<file path="config.mk">
export PLATFORM = sky130hd
export DESIGN_NAME = hdmi_video_timing
export DESIGN_NICKNAME = d
export VERILOG_FILES = /design/src/rtl/hdmi_pkg.sv /design/src/rtl/hdmi_timing_counter.sv /design/src/rtl/hdmi_video_timing.sv
export SDC_FILE = /design/constraint.sdc
export NUM_CORES = 1
export LEC_CHECK = 0
export CORE_AREA = 4 4 158 160
export DETAILED_ROUTE_END_ITERATION = 16
export DIE_AREA = 0 0 162 164
export PLACE_DENSITY = 0.67
export SYNTH_ARGS = -nofsm -noshare
export SYNTH_HDL_FRONTEND = slang
export SYNTH_SLANG_ARGS = --single-unit
</file>
<file path="constraint.sdc">
create_clock -name clock -period 2.2 [get_ports clock]
set_input_delay 0.44 -clock clock [delete_from_list [all_inputs] [get_ports clock]]
set_output_delay 0.44 -clock clock [all_outputs]
set_load 0.05 [all_outputs]
</file>
<file path="src/rtl/hdmi_pkg.sv">
// Shared raster timing constants and helpers for the HDMI video path.
// Holds the 1080p60 defaults, a 4-pixel-aligned 720p60 alternate set and the region decode helper.
// No logic; imported by the timing counter and the video timing master.
package hdmi_pkg;

    localparam int LANES  = 4;   // pixels carried per clock
    localparam int PIX_W  = 24;  // {R,G,B} 8 bits each
    localparam int LANE_W = 64;  // upstream lane width, only [PIX_W-1:0] carries a pixel
    localparam int CNT_W  = 16;  // hc/vc counter width

    // 1080p60 (CEA-861 VIC 16)
    localparam int H_ACTIVE_1080P = 1920;
    localparam int H_FP_1080P     = 88;
    localparam int H_SYNC_1080P   = 44;
    localparam int H_BP_1080P     = 148;
    localparam int V_ACTIVE_1080P = 1080;
    localparam int V_FP_1080P     = 4;
    localparam int V_SYNC_1080P   = 5;
    localparam int V_BP_1080P     = 36;

    // 720p60 with the front porch widened 110 -> 112 so every H value divides by LANES;
    // the line grows from 1650 to 1652 pixels, which sinks tolerate.
    localparam int H_ACTIVE_720P  = 1280;
    localparam int H_FP_720P      = 112;
    localparam int H_SYNC_720P    = 40;
    localparam int H_BP_720P      = 220;
    localparam int V_ACTIVE_720P  = 720;
    localparam int V_FP_720P      = 5;
    localparam int V_SYNC_720P    = 5;
    localparam int V_BP_720P      = 20;

    // Order of regions along either axis.
    typedef enum logic [1:0] {
        REG_ACTIVE = 2'd0,
        REG_FP     = 2'd1,
        REG_SYNC   = 2'd2,
        REG_BP     = 2'd3
    } region_e;

    // Pixels -> beats.
    function automatic int beats(input int px);
        return px / LANES;
    endfunction

    // Classify a counter position given the exclusive end of each region.
    function automatic region_e region_of(input logic [CNT_W-1:0] pos,
                                          input logic [CNT_W-1:0] act_end,
                                          input logic [CNT_W-1:0] fp_end,
                                          input logic [CNT_W-1:0] sync_end);
        region_e r;
        if (pos < act_end)       r = REG_ACTIVE;
        else if (pos < fp_end)   r = REG_FP;
        else if (pos < sync_end) r = REG_SYNC;
        else                     r = REG_BP;
        return r;
    endfunction

endpackage

</file>
<file path="src/rtl/hdmi_timing_counter.sv">
// Free-running H/V raster counter (beats x lines) with per-axis region decode.
// Latency: counters are registers; region outputs are combinational from them.
// Backpressure: none, the raster never stalls.
// Ports: clk_i/rst_ni clock and async active-low reset; hc_o beat in line, vc_o line in frame;
//        h_region_o/v_region_o region of the current position on each axis.
module hdmi_timing_counter
    import hdmi_pkg::*;
#(
    parameter int H_ACTIVE = H_ACTIVE_1080P,
    parameter int H_FP     = H_FP_1080P,
    parameter int H_SYNC   = H_SYNC_1080P,
    parameter int H_BP     = H_BP_1080P,
    parameter int V_ACTIVE = V_ACTIVE_1080P,
    parameter int V_FP     = V_FP_1080P,
    parameter int V_SYNC   = V_SYNC_1080P,
    parameter int V_BP     = V_BP_1080P
) (
    input  logic             clk_i,
    input  logic             rst_ni,
    output logic [CNT_W-1:0] hc_o,
    output logic [CNT_W-1:0] vc_o,
    output region_e          h_region_o,
    output region_e          v_region_o
);

    localparam logic [CNT_W-1:0] H_ACT_END  = CNT_W'(beats(H_ACTIVE));
    localparam logic [CNT_W-1:0] H_FP_END   = CNT_W'(beats(H_ACTIVE + H_FP));
    localparam logic [CNT_W-1:0] H_SYNC_END = CNT_W'(beats(H_ACTIVE + H_FP + H_SYNC));
    localparam logic [CNT_W-1:0] H_LAST     = CNT_W'(beats(H_ACTIVE + H_FP + H_SYNC + H_BP) - 1);

    localparam logic [CNT_W-1:0] V_ACT_END  = CNT_W'(V_ACTIVE);
    localparam logic [CNT_W-1:0] V_FP_END   = CNT_W'(V_ACTIVE + V_FP);
    localparam logic [CNT_W-1:0] V_SYNC_END = CNT_W'(V_ACTIVE + V_FP + V_SYNC);
    localparam logic [CNT_W-1:0] V_LAST     = CNT_W'(V_ACTIVE + V_FP + V_SYNC + V_BP - 1);

    logic [CNT_W-1:0] hc_q, hc_d;
    logic [CNT_W-1:0] vc_q, vc_d;

    always_comb begin
        hc_d = hc_q + 1'b1;
        vc_d = vc_q;
        if (hc_q == H_LAST) begin
            hc_d = '0;
            vc_d = (vc_q == V_LAST) ? '0 : vc_q + 1'b1;
        end
    end

    always_ff @(posedge clk_i or negedge rst_ni) begin
        if (!rst_ni) begin
            hc_q <= '0;
            vc_q <= '0;
        end else begin
            hc_q <= hc_d;
            vc_q <= vc_d;
        end
    end

    assign hc_o       = hc_q;
    assign vc_o       = vc_q;
    assign h_region_o = region_of(hc_q, H_ACT_END, H_FP_END, H_SYNC_END);
    assign v_region_o = region_of(vc_q, V_ACT_END, V_FP_END, V_SYNC_END);

endmodule

</file>
<file path="src/rtl/hdmi_video_timing.sv">
// Raster timing master: pulls 4-pixel beats during active video, drives pixels + de/hsync/vsync.
// Latency: counter position -> registered pixel/timing outputs is 1 clock.
// Backpressure: none toward the encoder; ready is raised only in active video and drain lines.
// Ports: clock/reset_n; video_width/height constants; start_frame pulse and ready/valid/bits_0..3
//        toward the pixel generator; pixel_0..3/de/hsync/vsync toward TMDS; clear_status,
//        underflow (sticky) and drop_count (saturating) status.
module hdmi_video_timing
    import hdmi_pkg::*;
#(
    parameter int H_ACTIVE  = H_ACTIVE_1080P,
    parameter int H_FP      = H_FP_1080P,
    parameter int H_SYNC    = H_SYNC_1080P,
    parameter int H_BP      = H_BP_1080P,
    parameter int V_ACTIVE  = V_ACTIVE_1080P,
    parameter int V_FP      = V_FP_1080P,
    parameter int V_SYNC    = V_SYNC_1080P,
    parameter int V_BP      = V_BP_1080P,
    parameter bit HSYNC_POL = 1'b1,
    parameter bit VSYNC_POL = 1'b1
) (
    input  logic              clock,
    input  logic              reset_n,
    output logic [15:0]       video_width,
    output logic [15:0]       video_height,
    output logic              start_frame,
    output logic              ready,
    input  logic              valid,
    input  logic [LANE_W-1:0] bits_0,
    input  logic [LANE_W-1:0] bits_1,
    input  logic [LANE_W-1:0] bits_2,
    input  logic [LANE_W-1:0] bits_3,
    output logic [PIX_W-1:0]  pixel_0,
    output logic [PIX_W-1:0]  pixel_1,
    output logic [PIX_W-1:0]  pixel_2,
    output logic [PIX_W-1:0]  pixel_3,
    output logic              de,
    output logic              hsync,
    output logic              vsync,
    input  logic              clear_status,
    output logic              underflow,
    output logic [15:0]       drop_count
);

    localparam logic [CNT_W-1:0] V_LAST = CNT_W'(V_ACTIVE + V_FP + V_SYNC + V_BP - 1);

    logic [CNT_W-1:0] hc, vc;
    region_e          h_region, v_region;

    hdmi_timing_counter #(
        .H_ACTIVE (H_ACTIVE),
        .H_FP     (H_FP),
        .H_SYNC   (H_SYNC),
        .H_BP     (H_BP),
        .V_ACTIVE (V_ACTIVE),
        .V_FP     (V_FP),
        .V_SYNC   (V_SYNC),
        .V_BP     (V_BP)
    ) u_timing_counter (
        .clk_i      (clock),
        .rst_ni     (reset_n),
        .hc_o       (hc),
        .vc_o       (vc),
        .h_region_o (h_region),
        .v_region_o (v_region)
    );

    logic act;      // active video position: a beat is owed to the encoder
    logic drain;    // vertical blanking except the last line: flush leftover beats
    logic sof;      // one line before active: kick the pixel generator

    assign act   = (h_region == REG_ACTIVE) && (v_region == REG_ACTIVE);
    assign drain = (v_region != REG_ACTIVE) && (vc != V_LAST);
    assign sof   = (hc == '0) && (vc == V_LAST);

    // Counters sit at 0,0 (an active position) while in reset; gating with reset_n keeps
    // ready/start_frame at their idle level for the whole reset window.
    assign ready       = reset_n & (act | drain);
    assign start_frame = reset_n & sof;

    assign video_width  = 16'(H_ACTIVE);
    assign video_height = 16'(V_ACTIVE);

    logic [LANES-1:0][PIX_W-1:0] lane_px;
    assign lane_px = {bits_3[PIX_W-1:0], bits_2[PIX_W-1:0], bits_1[PIX_W-1:0], bits_0[PIX_W-1:0]};

    // Upper lane bits carry no pixel data.
    logic unused_lane_bits;
    assign unused_lane_bits = ^{bits_0[LANE_W-1:PIX_W], bits_1[LANE_W-1:PIX_W],
                                bits_2[LANE_W-1:PIX_W], bits_3[LANE_W-1:PIX_W]};

    logic [LANES-1:0][PIX_W-1:0] pixel_q, pixel_d;
    logic                        de_q, de_d;
    logic                        hsync_q, hsync_d;
    logic                        vsync_q, vsync_d;
    logic                        underflow_q, underflow_d;
    logic [15:0]                 drop_q, drop_d;

    always_comb begin
        de_d        = act;
        hsync_d     = (h_region == REG_SYNC) ? HSYNC_POL : ~HSYNC_POL;
        vsync_d     = (v_region == REG_SYNC) ? VSYNC_POL : ~VSYNC_POL;
        pixel_d     = '0;
        underflow_d = underflow_q;
        drop_d      = drop_q;

        // Missing beats are replaced by black; the raster keeps running.
        if (act && valid) begin
            pixel_d = lane_px;
        end
        if (act && !valid) begin
            underflow_d = 1'b1;
        end
        if (drain && valid && (drop_q != 16'hFFFF)) begin
            drop_d = drop_q + 16'd1;
        end

        // Clear has priority over an event in the same cycle.
        if (clear_status) begin
            underflow_d = 1'b0;
            drop_d      = '0;
        end
    end

    always_ff @(posedge clock or negedge reset_n) begin
        if (!reset_n) begin
            pixel_q     <= '0;
            de_q        <= 1'b0;
            hsync_q     <= ~HSYNC_POL;
            vsync_q     <= ~VSYNC_POL;
            underflow_q <= 1'b0;
            drop_q      <= '0;
        end else begin
            pixel_q     <= pixel_d;
            de_q        <= de_d;
            hsync_q     <= hsync_d;
            vsync_q     <= vsync_d;
            underflow_q <= underflow_d;
            drop_q      <= drop_d;
        end
    end

    assign pixel_0    = pixel_q[0];
    assign pixel_1    = pixel_q[1];
    assign pixel_2    = pixel_q[2];
    assign pixel_3    = pixel_q[3];
    assign de         = de_q;
    assign hsync      = hsync_q;
    assign vsync      = vsync_q;
    assign underflow  = underflow_q;
    assign drop_count = drop_q;

endmodule
</file>
# --- Word-level counts from Yosys, hierarchy flattened ---
# Cells that the tools add are included.
totals:
  input_bits: 260
  output_inout_bits: 150
  elab_cells: 58
  register_bits: 148
op_classes:
  magnitude_cmp: 6
  add_sub_neg: 3
  n_bitwise: 3
  n_reduce_logical: 14
  muxes: 15
  n_eq_ne: 6
ops:
  columns: ["op", "count"]
  rows:
  - ["$mux W96", 1]
  - ["$mux W16", 4]
  - ["$add A16 B1 Y16 const B", 3]
  - ["$lt A16 B11 Y1 const B", 3]
  - ["$lt A16 B9 Y1 const B", 2]
  - ["$eq A16 B10 Y1 const B", 1]
  - ["$eq A16 B11 Y1 const B", 1]
  - ["$logic_not A16 Y1", 1]
  - ["$lt A16 B10 Y1 const B", 1]
  - ["$ne A16 B11 Y1 const B", 1]
  - ["$ne A16 B16 Y1 const B", 1]
  - ["$mux W2", 4]
  - ["$logic_and A1 B1 Y1", 7]
  - ["$mux W1", 6]
  - ["$reduce_bool A2 Y1", 3]
  - ["$eq A2 B2 Y1 const B", 2]
  - ["$logic_not A2 Y1", 2]
  - ["$and A1 B1 Y1", 2]
  - ["$logic_not A1 Y1", 1]
  - ["$or A1 B1 Y1", 1]

# --- Longest topological paths before layout ---
# Gate-level depths: netlist of run 1.
logic_depth:
  ltp_word: 10
  mapped_depth: 9
  ltp_nobuf: 6

# --- By module ---
# A second synthesis of run 1 with hierarchy kept.
hier_totals:
  cells_unflattened: 562
  hier_area_um2: 6407.4
by_module_without_submodules:
  columns: ["mod", "instances", "seq_area_each_um2", "area_each_um2", "cells_per_inst"]
  rows:
  - ["hdmi_video_timing", 1, 2902.8, 4615.7, 374]
  - ["hdmi_timing_counter", 1, 800.8, 1791.7, 188]

# --- Least setup slack after synthesis of run 1 ---
# OpenSTA, ideal clock, no wires.
synth_timing:
  path_type: "reg2out"
  startpoint: "register u_timing_counter.vc_q[12], in the netlist u_timing_counter.vc_o[12]"
  endpoint: "output port ready"
  t_arrival_ns: 2.171
  n_path_buf: 2
  required_ns: 1.760
  path_stages_with_launch: 7
  path_slack_ns: -0.411
  path_cell_list: "dfrtp_1 > nor4_1 > nand2_1 > nor4_2 > buf_2 > buf_2 > o21a_1"
synth_between:
  elab_chain_cells: 8
synth_rtl:
  columns: ["element", "line", "rtl"]
  rows:
  - ["from (decl)", "hdmi_timing_counter.sv:37", "logic [CNT_W-1:0] vc_q, vc_d;"]
  - ["from (signal assigned)", "hdmi_timing_counter.sv:54", "vc_q <= vc_d;"]
  - ["$lt A16 B11 Y1", "hdmi_pkg.sv:53", "else if (pos < sync_end) r = REG_SYNC;"]
  - ["$mux W1", "hdmi_pkg.sv:53", null]
  - ["$mux W2", "hdmi_pkg.sv:52", "else if (pos < fp_end) r = REG_FP;"]
  - ["$mux W2 *", "hdmi_pkg.sv:51", "if (pos < act_end) r = REG_ACTIVE;"]
  - ["$logic_not A2 Y1 *", "hdmi_video_timing.sv:71", "assign act = (h_region == REG_ACTIVE) && (v_region == REG_ACTIVE);"]
  - ["$logic_and A1 B1 Y1 *", "hdmi_video_timing.sv:71", null]
  - ["net act", "hdmi_video_timing.sv:67", "logic act;"]
  - ["$or A1 B1 Y1 *", "hdmi_video_timing.sv:77", "assign ready = reset_n & (act | drain);"]
  - ["$and A1 B1 Y1 *", "hdmi_video_timing.sv:77", null]
  - ["to (decl)", "hdmi_video_timing.sv:26", "output logic ready,"]
# The timed path passes the listed nets; every way through them passes the cells marked *.

# --- Worst setup path in the final report of run 1 ---
layout_timing:
  startpoint: "register u_timing_counter.vc_q[11], in the netlist u_timing_counter.vc_o[11]"
  endpoint: "output port start_frame"
layout_between:
  elab_chain_cells: 3
layout_rtl:
  columns: ["element", "line", "rtl"]
  rows:
  - ["$eq A16 B11 Y1", "hdmi_video_timing.sv:73", "assign sof = (hc == '0) && (vc == V_LAST);"]
  - ["$logic_and A1 B1 Y1", "hdmi_video_timing.sv:73", null]
  - ["$and A1 B1 Y1", "hdmi_video_timing.sv:78", "assign start_frame = reset_n & sof;"]
  - ["to (decl)", "hdmi_video_timing.sv:25", "output logic start_frame,"]
# No other way between the ends.

==> implementation parameters, run 1 <==
Parameter                              Value

Outcome
  Run status ... finished with violations
  Violated checks ... setup timing

Worst setup path
  Required time at the endpoint of the critical path ... 1760 ps
  Startpoint-to-endpoint class of the critical path ... reg2out
  Bufs and invs on worst path ... 1
  Number of logic stages on the critical path including buffering ... 5
  Crit path cell chain ... nor3_1 -> and3_4 -> and2_4 -> and4_4 -> buf_12
  Largest delay contributor family on the critical path ... simple AND/OR/NAND/NOR gates
  Maximum fanout encountered on the critical timing path ... 4
  Register-to-Register Path Depth ... 13
  Critical Path Max Stage Delay ... 430 ps
  FF-to-FF setup slack ... 60 ps
  Data arrival time of the worst path ... 1950 ps
  Slowest stage cell on the critical path ... dfrtp_1
  CP Capture Type ... output pin
  Critical path startpoint category ... flop

Final layout
  Commonest cells after routing, fill and taps aside ... clkdlybuf4s50_1, dfrtp_1, and3_1, buf_4, conb_1
  Final standard cell area without fillers ... 0.00959 mm²
  Syn-to-layout area delta ... 55.7%
  Number of inserted filler cells in the final layout ... 2260
  Share of layout cells above drive strength 1 ... 16.4%
  Leading cell type in the layout, fill and taps excluded ... clkdlybuf4s50_1
  Final non-filler cell total ... 1139
  Net total in the final layout ... 1072

Timing
  Number of hold violations in the final report ... 0
  Count of endpoints failing setup in the final report ... 2
  Setup TNS ... -380 ps
  Final Max Tran Viols ... 0
  Final Skew ... 16.7 ps
  Worst hold slack ... 416 ps
  Worst Max-Slew Pin Slew ... 923 ps
  Unrepaired setup endpoints after global routing ... true
  Peak Freq ... 0.418 GHz
  Period utilisation layout ... 109%
  Rel. slew slack ... 38.5%
  PnR worst setup slack ... -194 ps
  Final period demand of the worst path ... 2390 ps

Synth
  Share of synthesized flip-flops with an asynchronous set or reset ... 100%
  Sequential cell area fraction in the yosys report ... 60.1%
  Leading post-synthesis cells by cell area ... dfrtp_1, and3_1, buf_4, o31ai_1, nand3_1
  Avg Synthesized Cell Area ... 11.1 µm²
  Number of warnings issued by yosys ... 0
  EDFF count, synth ... 0
  Proportion of netlist area held by the largest area contributor ... 60.1%
  Largest area contributor in the synthesized netlist ... dfrtp_1
  Number of library cell types mapped by synthesis ... 43
  Most frequently used flop master after synthesis ... dfrtp_1
  Cell count after synthesis ... 554
  Register bit total from synthesis ... 148
  Total standard cell area after synthesis ... 0.00616 mm²

Clock tree
  TritonCTS Buffers ... 17
  Clock-pin slew on the worst setup and hold paths ... 70 ps
  Root Driver ... clkbuf_16
  Clock tree from TritonCTS ... built
  CTS sink count ... 148
  Insertion delay of the later-clocked pin in the worst-skew pair ... 420 ps
  Clock buffer depth ... 2
  Maximum level of the CTS H-tree ... 4

Placed design
  Gp weighted congestion ... 0.834
  Placed wire-length estimate after detailed placement ... 13800 µm
  Placed cell count ... 1085
  Placement-stage cell area ... 0.00872 mm²
  Count of buffers from port buffering ... 217

Global route
  Global-route usage over all layers ... 14.0%
  Total grt overflow ... 0
  Vias in the first global route ... 5046
  Pin count of the biggest net entering global routing ... 72
  Wire length of the first global-routing pass ... 28900 µm
  Number of antenna violations at the first check in global routing ... 2

Floorplan
  Core Region ... 0.0234 mm²
  # IOs ... 410
  Row cnt ... 56
  Die area ... 0.0266 mm²
  Width of the die ... 162 µm
  Die Y ... 164 µm
  Initial Utilization ... 26.3%

Routing
  First-iteration detailed-routing DRC count ... 358
  Number of iterations in the first detailed-routing pass ... 4
  Remaining antenna violation count after routing ... 0
  Via density ... 4.53
  Final routed wire length divided by cell count ... 16.9 µm
  Post-detailed-routing wire length ... 19200 µm
  Vias after detailed routing ... 5156
  Post-route DRC ... 0

Power
  Pwr/cell area ... 704 mW/mm²
  Largest voltage drop on the vdd net ... 0.348 mV
  Leakage power of the design ... 4.42 nW

Flow run
  Max Cap Violations ... 0

Hold path
  Worst hold path class ... in2async
worst paths after layout:
path,from,to
max,u_timing_counter.vc_o[11],start_frame
min,reset_n,pixel_3[16]
max reg2reg,u_timing_counter.hc_o[0],hsync
min reg2reg,u_timing_counter.hc_o[0],u_timing_counter.hc_o[0]
max in group asynchronous,reset_n,pixel_3[20]
min in group clock,u_timing_counter.hc_o[0],u_timing_counter.hc_o[0]
cell families after synthesis:
kind of cell | Yosys count | share of synthesized area (%)
adder cells (fa/ha/maj) | 6 | 1.22
other | 2 | 0.122
XOR/XNOR | 19 | 2.70
AND/OR/NAND/NOR | 232 | 21.8
AO/OA/AOI/OAI | 66 | 6.56
flip-flops | 148 | 60.1
multiplexers | 2 | 0.366
buffers and inverters | 79 | 7.13
report_power, final:
part           switching, mW  internal (mW)  leakage [nW]
Combinational          0.643          0.358          2.19
Sequential            0.0263           2.81          1.93
Clock                   1.37           1.55         0.297
Total                   2.04           4.71          4.42
state kept, by name (all words and copies together) (netlist names):
| name | flops |
|---|---|
| pixel_1 | 24 |
| u_timing_counter.hc_o | 16 |
| pixel_3 | 24 |
| hsync | 1 |
| u_timing_counter.vc_o | 16 |
| underflow | 1 |
| pixel_0 | 24 |
| vsync | 1 |
| drop_count | 16 |
| pixel_2 | 24 |
| de | 1 |
worst register-to-register path, cell delays in order (launching register included):
cell and delay [ps]:
dfrtp_2 370, inv_1 60, ha_1 200, nor4b_4 130, buf_4 140, buf_4 120
buf_4 130, buf_4 120, buf_4 120, buf_4 130, buf_4 120, buf_4 120
a22oi_1 190, nor2_1 80
metrics by stage:
stage,utilization (%),worst slack [ps],power [mW]
6_report,41.0,-194,6.75
3_3_place_gp,37.3,12.4,3.89
2_1_floorplan,-,-73.2,3.47
4_1_cts,40.5,-205,6.85
3_5_place_dp,37.3,38.9,3.90
5_1_grt,41.0,-334,7.02
per-layer routing:
layer	up-vias	share of wire, %	GRT usage [%]
met5	-	0.068	0
met4	2	2.0	4.31
met3	22	9.1	5.17
met2	231	45	21.2
met1	2506	44	18.7
li1	2395	-	-
synth_stat cells, drive strengths merged, types with 3 or more instances:
master and number:
and2 3, nor3 10, nand2 25, o21ai 18, or4 12, a21oi 20
nand3 21, nand4 10, xor2 8, o31ai 17, dfrtp 148, nor4 8
clkbuf 27, nor2 22, and3 106, xnor2 11, buf 41, a22oi 5
ha 6, or3 4, inv 11
final cells by class:
cell class / count / area [µm²] / share of cell area (%)
well taps: 319 / 399 / 4.16
repair buffers: 271 / 2600 / 27.1
clock buffers: 17 / 425 / 4.44
multi-input cells: 357 / 2220 / 23.2
diodes: 1 / 2.50 / 0.0261
clock inverters: 15 / 184 / 1.92
inverters: 11 / 41.3 / 0.430
flip-flops and latches: 148 / 3710 / 38.7
timing repair:
| action | CTS | global route |
|---|---|---|
| endpoints found under the hold margin | 14 | 0 |
| setup endpoints to repair | 2 | 60 |
| hold buffers | 1 | 0 |
| gates resized for setup | 9 | 12 |
| buffers inserted | 13 | 8 |
| pin swaps | 4 | 6 |
| cloned | 0 | 1 |
(Power assumes the default switching activity.)
==> run 2, diff against run 1 <==
--- a/config.mk
+++ b/config.mk
@@ -9,6 +9,7 @@
 export DETAILED_ROUTE_END_ITERATION = 16
 export DIE_AREA = 0 0 162 164
 export PLACE_DENSITY = 0.67
+export SKIP_LAST_GASP = 1
 export SYNTH_ARGS = -nofsm -noshare
 export SYNTH_HDL_FRONTEND = slang
 export SYNTH_SLANG_ARGS = --single-unit
==> implementation parameters, run 2 (synthesis results as in run 1) <==
Parameter                              Value

Routing
  Final routed wire length divided by cell count ... 16.9 µm
  First-iteration detailed-routing DRC count ... 373
  Vias after detailed routing ... 5149
  Post-route DRC ... 0
  Via density ... 4.53
  Post-detailed-routing wire length ... 19200 µm
  Remaining antenna violation count after routing ... 0
  Number of iterations in the first detailed-routing pass ... 4

Outcome
  Violated checks ... setup timing
  Run status ... finished with violations

Worst setup path
  Slowest stage cell on the critical path ... dfrtp_2
  Maximum fanout encountered on the critical timing path ... 5
  Startpoint-to-endpoint class of the critical path ... reg2out
  Register-to-Register Path Depth ... 14
  CP Capture Type ... output pin
  FF-to-FF setup slack ... -80 ps
  Reg-to-reg startpoint ... u_timing_counter.hc_o[7]
  Critical Path Max Stage Delay ... 440 ps
  Required time at the endpoint of the critical path ... 1760 ps
  Bufs and invs on worst path ... 1
  Critical path startpoint category ... flop
  Data arrival time of the worst path ... 1950 ps
  Reg-to-reg endpoint ... hsync
  Largest delay contributor family on the critical path ... simple AND/OR/NAND/NOR gates
  Crit path cell chain ... nor3_2 -> nand2_2 -> nor4b_2 -> and4_4 -> buf_12

Clock tree
  CTS sink count ... 148
  TritonCTS Buffers ... 17
  Maximum level of the CTS H-tree ... 4
  Clock tree from TritonCTS ... built
  Root Driver ... clkbuf_16
  Clock-pin slew on the worst setup and hold paths ... 70 ps
  Insertion delay of the later-clocked pin in the worst-skew pair ... 420 ps
  Clock buffer depth ... 2

Final layout
  Number of inserted filler cells in the final layout ... 2266
  Share of layout cells above drive strength 1 ... 15.9%
  Commonest cells after routing, fill and taps aside ... clkdlybuf4s50_1, dfrtp_1, and3_1, buf_4, conb_1
  Net total in the final layout ... 1069
  Leading cell type in the layout, fill and taps excluded ... clkdlybuf4s50_1
  Syn-to-layout area delta ... 55.0%
  Core occupancy in the finished layout ... 40.8%
  Final standard cell area without fillers ... 0.00955 mm²

Power
  Comb power frac ... 14.9%
  Cell-internal power ... 4.71 mW
  Switching fraction of total power ... 30.1%
  Largest voltage drop on the vdd net ... 0.347 mV
  Switching Power ... 2.03 mW
  Sequential Power Share ... 42.0%
  Leakage power of the design ... 4.40 nW
  Clock group share of total power ... 43.1%
  Pwr/cell area ... 706 mW/mm²
  Design Power ... 6.75 mW

Timing
  Worst hold slack ... 415 ps
  Worst Max-Slew Pin Slew ... 925 ps
  Final period demand of the worst path ... 2390 ps
  Period utilisation layout ... 109%
  Count of endpoints failing setup in the final report ... 3
  Final Skew ... 16.8 ps
  Final Max Tran Viols ... 0
  Rel. slew slack ... 38.3%
  Number of hold violations in the final report ... 0
  PnR worst setup slack ... -188 ps
  Peak Freq ... 0.419 GHz
  Unrepaired setup endpoints after global routing ... true

Global route
  Pin count of the biggest net entering global routing ... 72
  Number of antenna violations at the first check in global routing ... 2
  Wire length of the first global-routing pass ... 28700 µm
  Global-route usage over all layers ... 13.9%
  Vias in the first global route ... 5029
  Total grt overflow ... 0

Flow run
  Max Cap Violations ... 0

Floorplan
  Initial Utilization ... 26.3%
  Die area ... 0.0266 mm²
  Core Region ... 0.0234 mm²
  Row cnt ... 56
  Die Y ... 164 µm
  # IOs ... 410
  Width of the die ... 162 µm

Placed design
  Placed wire-length estimate after detailed placement ... 13800 µm
  Placement-stage cell area ... 0.00872 mm²
  Gp weighted congestion ... 0.834
  Count of buffers from port buffering ... 217

Hold path
  Worst hold path class ... in2async
run 2: changes by cell type in the layout (fill, tap and decap cells not counted):
cell,change
a22oi_1,-1
a22oi_2,+1
and3_1,+1
and3_4,-1
buf_4,-3
nand2_1,+1
nand2_2,-1
nor3_2,+1
nor3_4,-1
nor4b_2,+1
nor4b_4,-1
run 2: layout make-up:
| class | instances | area, µm² | area share, % |
|---|---|---|---|
| sequential | 148 | 3710 | 38.9 |
| timing repair buffer | 268 | 2580 | 27.0 |
| multi-input combinational | 357 | 2210 | 23.1 |
| clock buffer | 17 | 425 | 4.45 |
| tap | 319 | 399 | 4.18 |
| clock inverter | 15 | 184 | 1.93 |
| inverter | 11 | 41.3 | 0.432 |
| antenna | 1 | 2.50 | 0.0262 |
run 2: repair_timing:
item | CTS | global route
gates cloned | 0 | 1
endpoints found under the setup margin | 2 | 61
hold endpoints to repair | 14 | 0
hold buffers | 1 | 0
buffers inserted | 13 | 5
gates resized for setup | 4 | 14
pin swaps | 2 | 3
run 2: worst max path at each step:
stage	cells after the start	to	start	slack, ps
2_1_floorplan	7	ready	u_timing_counter.vc_o[3]	-70
3_3_place_gp	6	drop_count[10]	u_timing_counter.vc_o[6]	10
3_5_place_dp	6	drop_count[10]	u_timing_counter.vc_o[6]	40
4_1_cts	6	start_frame	u_timing_counter.vc_o[13]	-220
5_1_grt	6	ready	u_timing_counter.vc_o[12]	-320
6_report	5	start_frame	u_timing_counter.hc_o[7]	-190
run 2: per-stage QoR:
| stage | TNS (ps) | cells | worst slack (ps) |
|---|---|---|---|
| floorplan | -73.2 | 584 | -73.2 |
| global placement | 0 | 1085 | 12.4 |
| detailed placement | 0 | 1085 | 38.9 |
| CTS | -484 | 1131 | -224 |
| global route | -791 | 1135 | -324 |
| finish | -446 | 1136 | -188 |
run 2: power by group through the flow:
| stage | Sequential (mW) | Combinational, mW | Clock, mW |
|---|---|---|---|
| floorplan | 3.22 | 0.255 | 0 |
| global placement | 2.89 | 1.00 | 0 |
| detailed placement | 2.89 | 1.01 | 0 |
| CTS | 2.84 | 1.01 | 3.00 |
| global route | 2.84 | 1.05 | 3.13 |
| finish | 2.84 | 1.00 | 2.91 |
run 2: per-layer routing:
metal	global-route usage [%]	vias to the layer above	share of wire, %
li1	-	2387	-
met1	18.7	2524	45
met2	21.0	216	45
met3	5.17	20	8.6
met4	4.31	2	1.9
met5	0	-	0.068
==> run 3, diff against run 2 <==
--- a/config.mk
+++ b/config.mk
@@ -5,10 +5,10 @@
 export SDC_FILE = /design/constraint.sdc
 export NUM_CORES = 1
 export LEC_CHECK = 0
-export CORE_AREA = 4 4 158 160
+export CORE_MARGIN = 4
+export CORE_UTILIZATION = 25
 export DETAILED_ROUTE_END_ITERATION = 16
-export DIE_AREA = 0 0 162 164
-export PLACE_DENSITY = 0.67
+export PLACE_DENSITY = 0.65
 export SKIP_LAST_GASP = 1
 export SYNTH_ARGS = -nofsm -noshare
 export SYNTH_HDL_FRONTEND = slang
==> implementation parameters, run 3 (synthesis results as in run 1) <==
Parameter                              Value

Worst setup path
  Required time at the endpoint of the critical path ... 1760 ps
  Crit path from ... u_timing_counter.hc_o[11]
  Critical Path Max Stage Delay ... 380 ps
  Critical path startpoint category ... flop
  Data arrival time of the worst path ... 1940 ps
  Register-to-Register Path Depth ... 6
  CP Capture Type ... output pin
  Number of logic stages on the critical path including buffering ... 5
  FF-to-FF setup slack ... 90 ps
  Reg-to-reg startpoint ... u_timing_counter.vc_o[6]
  Reg-to-reg endpoint ... drop_count[10]
  Bufs and invs on worst path ... 1
  Startpoint-to-endpoint class of the critical path ... reg2out
  Crit path cell chain ... nor4_1 -> nand2_1 -> nor4_4 -> o21a_4 -> buf_12
  Maximum fanout encountered on the critical timing path ... 3
  Largest delay contributor family on the critical path ... simple AND/OR/NAND/NOR gates
  Slowest stage cell on the critical path ... dfrtp_1

Flow run
  Max Cap Violations ... 0

Global route
  Total grt overflow ... 0
  Number of antenna violations at the first check in global routing ... 2
  Vias in the first global route ... 4683
  Wire length of the first global-routing pass ... 26900 µm
  Global-route usage over all layers ... 12.9%
  Pin count of the biggest net entering global routing ... 97

Clock tree
  Maximum level of the CTS H-tree ... 4
  TritonCTS Buffers ... 17
  CTS Hold Buffers Added ... 0
  Clock tree from TritonCTS ... built
  Clock-pin slew on the worst setup and hold paths ... 70 ps
  Clock buffer depth ... 2
  Root Driver ... clkbuf_16
  Insertion delay of the later-clocked pin in the worst-skew pair ... 420 ps
  CTS sink count ... 148

Timing
  Count of endpoints failing setup in the final report ... 2
  Setup TNS ... -352 ps
  Final Skew ... 12.0 ps
  PnR worst setup slack ... -183 ps
  Period utilisation layout ... 108%
  Unrepaired setup endpoints after global routing ... true
  Peak Freq ... 0.420 GHz
  Rel. slew slack ... 49.5%
  Final period demand of the worst path ... 2380 ps
  Number of hold violations in the final report ... 0
  Worst Max-Slew Pin Slew ... 758 ps
  Final Max Tran Viols ... 0

Floorplan
  Row cnt ... 57
  Initial Utilization ... 25.4%
  # IOs ... 410
  Die area ... 0.0272 mm²
  Core Region ... 0.0242 mm²
  Width of the die ... 165 µm
  Die Y ... 165 µm

Routing
  Vias after detailed routing ... 4852
  Via density ... 4.31
  Post-route DRC ... 0
  Remaining antenna violation count after routing ... 0
  First-iteration detailed-routing DRC count ... 324
  Post-detailed-routing wire length ... 18200 µm
  Final routed wire length divided by cell count ... 16.2 µm
  Number of iterations in the first detailed-routing pass ... 4

Power
  Leakage power of the design ... 4.36 nW
  Design Power ... 7.08 mW
  Largest voltage drop on the vdd net ... 0.501 mV
  Pwr/cell area ... 747 mW/mm²

Final layout
  Number of inserted filler cells in the final layout ... 2345
  Commonest cells after routing, fill and taps aside ... clkdlybuf4s50_1, dfrtp_1, and3_1, buf_4, conb_1
  Syn-to-layout area delta ... 54.0%
  Share of layout cells above drive strength 1 ... 12.8%
  Core occupancy in the finished layout ... 39.1%
  Final standard cell area without fillers ... 0.00949 mm²
  Net total in the final layout ... 1053
  Leading cell type in the layout, fill and taps excluded ... clkdlybuf4s50_1

Placed design
  Worst slack, placed ... 51.9 ps
  Placement-stage cell area ... 0.00875 mm²
  Count of buffers from port buffering ... 217
  Gp weighted congestion ... 0.803
  Placed wire-length estimate after detailed placement ... 13200 µm

Outcome
  Violated checks ... setup timing
  Run status ... finished with violations

Hold path
  Worst hold path class ... in2async
==> run 3: cell types whose count changed in the layout (fill, tap and decap cells not counted), sizes merged <==
cell	change
buf	-19
dlygate4sd3	-1
inv	+1
clkinvlp	+1
dlymetal6s2s	+2
clkdlybuf4s50	+3
clkinv	-6
bufinv	+4
clkbuf	-1
==> run 3: what timing repair did <==
| item | CTS | global route |
|---|---|---|
| endpoints found under the setup margin | 2 | 5 |
| resized for setup | 7 | 4 |
| buffers inserted | 4 | 1 |
| pin swaps | 7 | 1 |
| endpoints found under the hold margin | 0 | 0 |
| cloned | 0 | 0 |
==> run 3: layout make-up <==
| type | count | area, µm² | share of cell area [%] |
|---|---|---|---|
| well taps | 324 | 405 | 4.27 |
| multi-input cells | 357 | 2190 | 23.1 |
| flip-flops and latches | 148 | 3710 | 39.1 |
| inverters | 11 | 41.3 | 0.435 |
| clock buffers | 17 | 425 | 4.48 |
| repair buffers | 252 | 2480 | 26.1 |
| clock inverters | 15 | 235 | 2.48 |
| diodes | 1 | 2.50 | 0.0264 |
==> run 3: where the power goes <==
group	switching (mW)	total (mW)	internal (mW)
logic	0.637	1.00	0.363
clock network	1.28	3.24	1.96
registers	0.0289	2.84	2.81
total	1.95	7.08	5.13
==> run 3: through the flow <==
| stage | instances | hold WS [ps] |
|---|---|---|
| floorplan | 584 | 144 |
| detailed placement | 1087 | 463 |
| finish | 1125 | 108 |
| CTS | 1123 | 116 |
| global placement | 1087 | 460 |
| global route | 1125 | 120 |
==> run 3: worst max path at each step <==
stage / endpoint / slack, ps
3_5_place_dp: start_frame / 50
6_report: ready / -180
3_3_place_gp: start_frame / 60
4_1_cts: ready / -230
5_1_grt: ready / -270
2_1_floorplan: ready / -70
==> run 3: routing by layer <==
layer  wire [µm]  up-vias  global-route usage (%)
met4         271        2                    4.73
met2        8100      195                    19.4
met1        7830     2280                    16.3
met5          13        -                       0
met3        2020       18                    5.71
li1            -     2357                       -
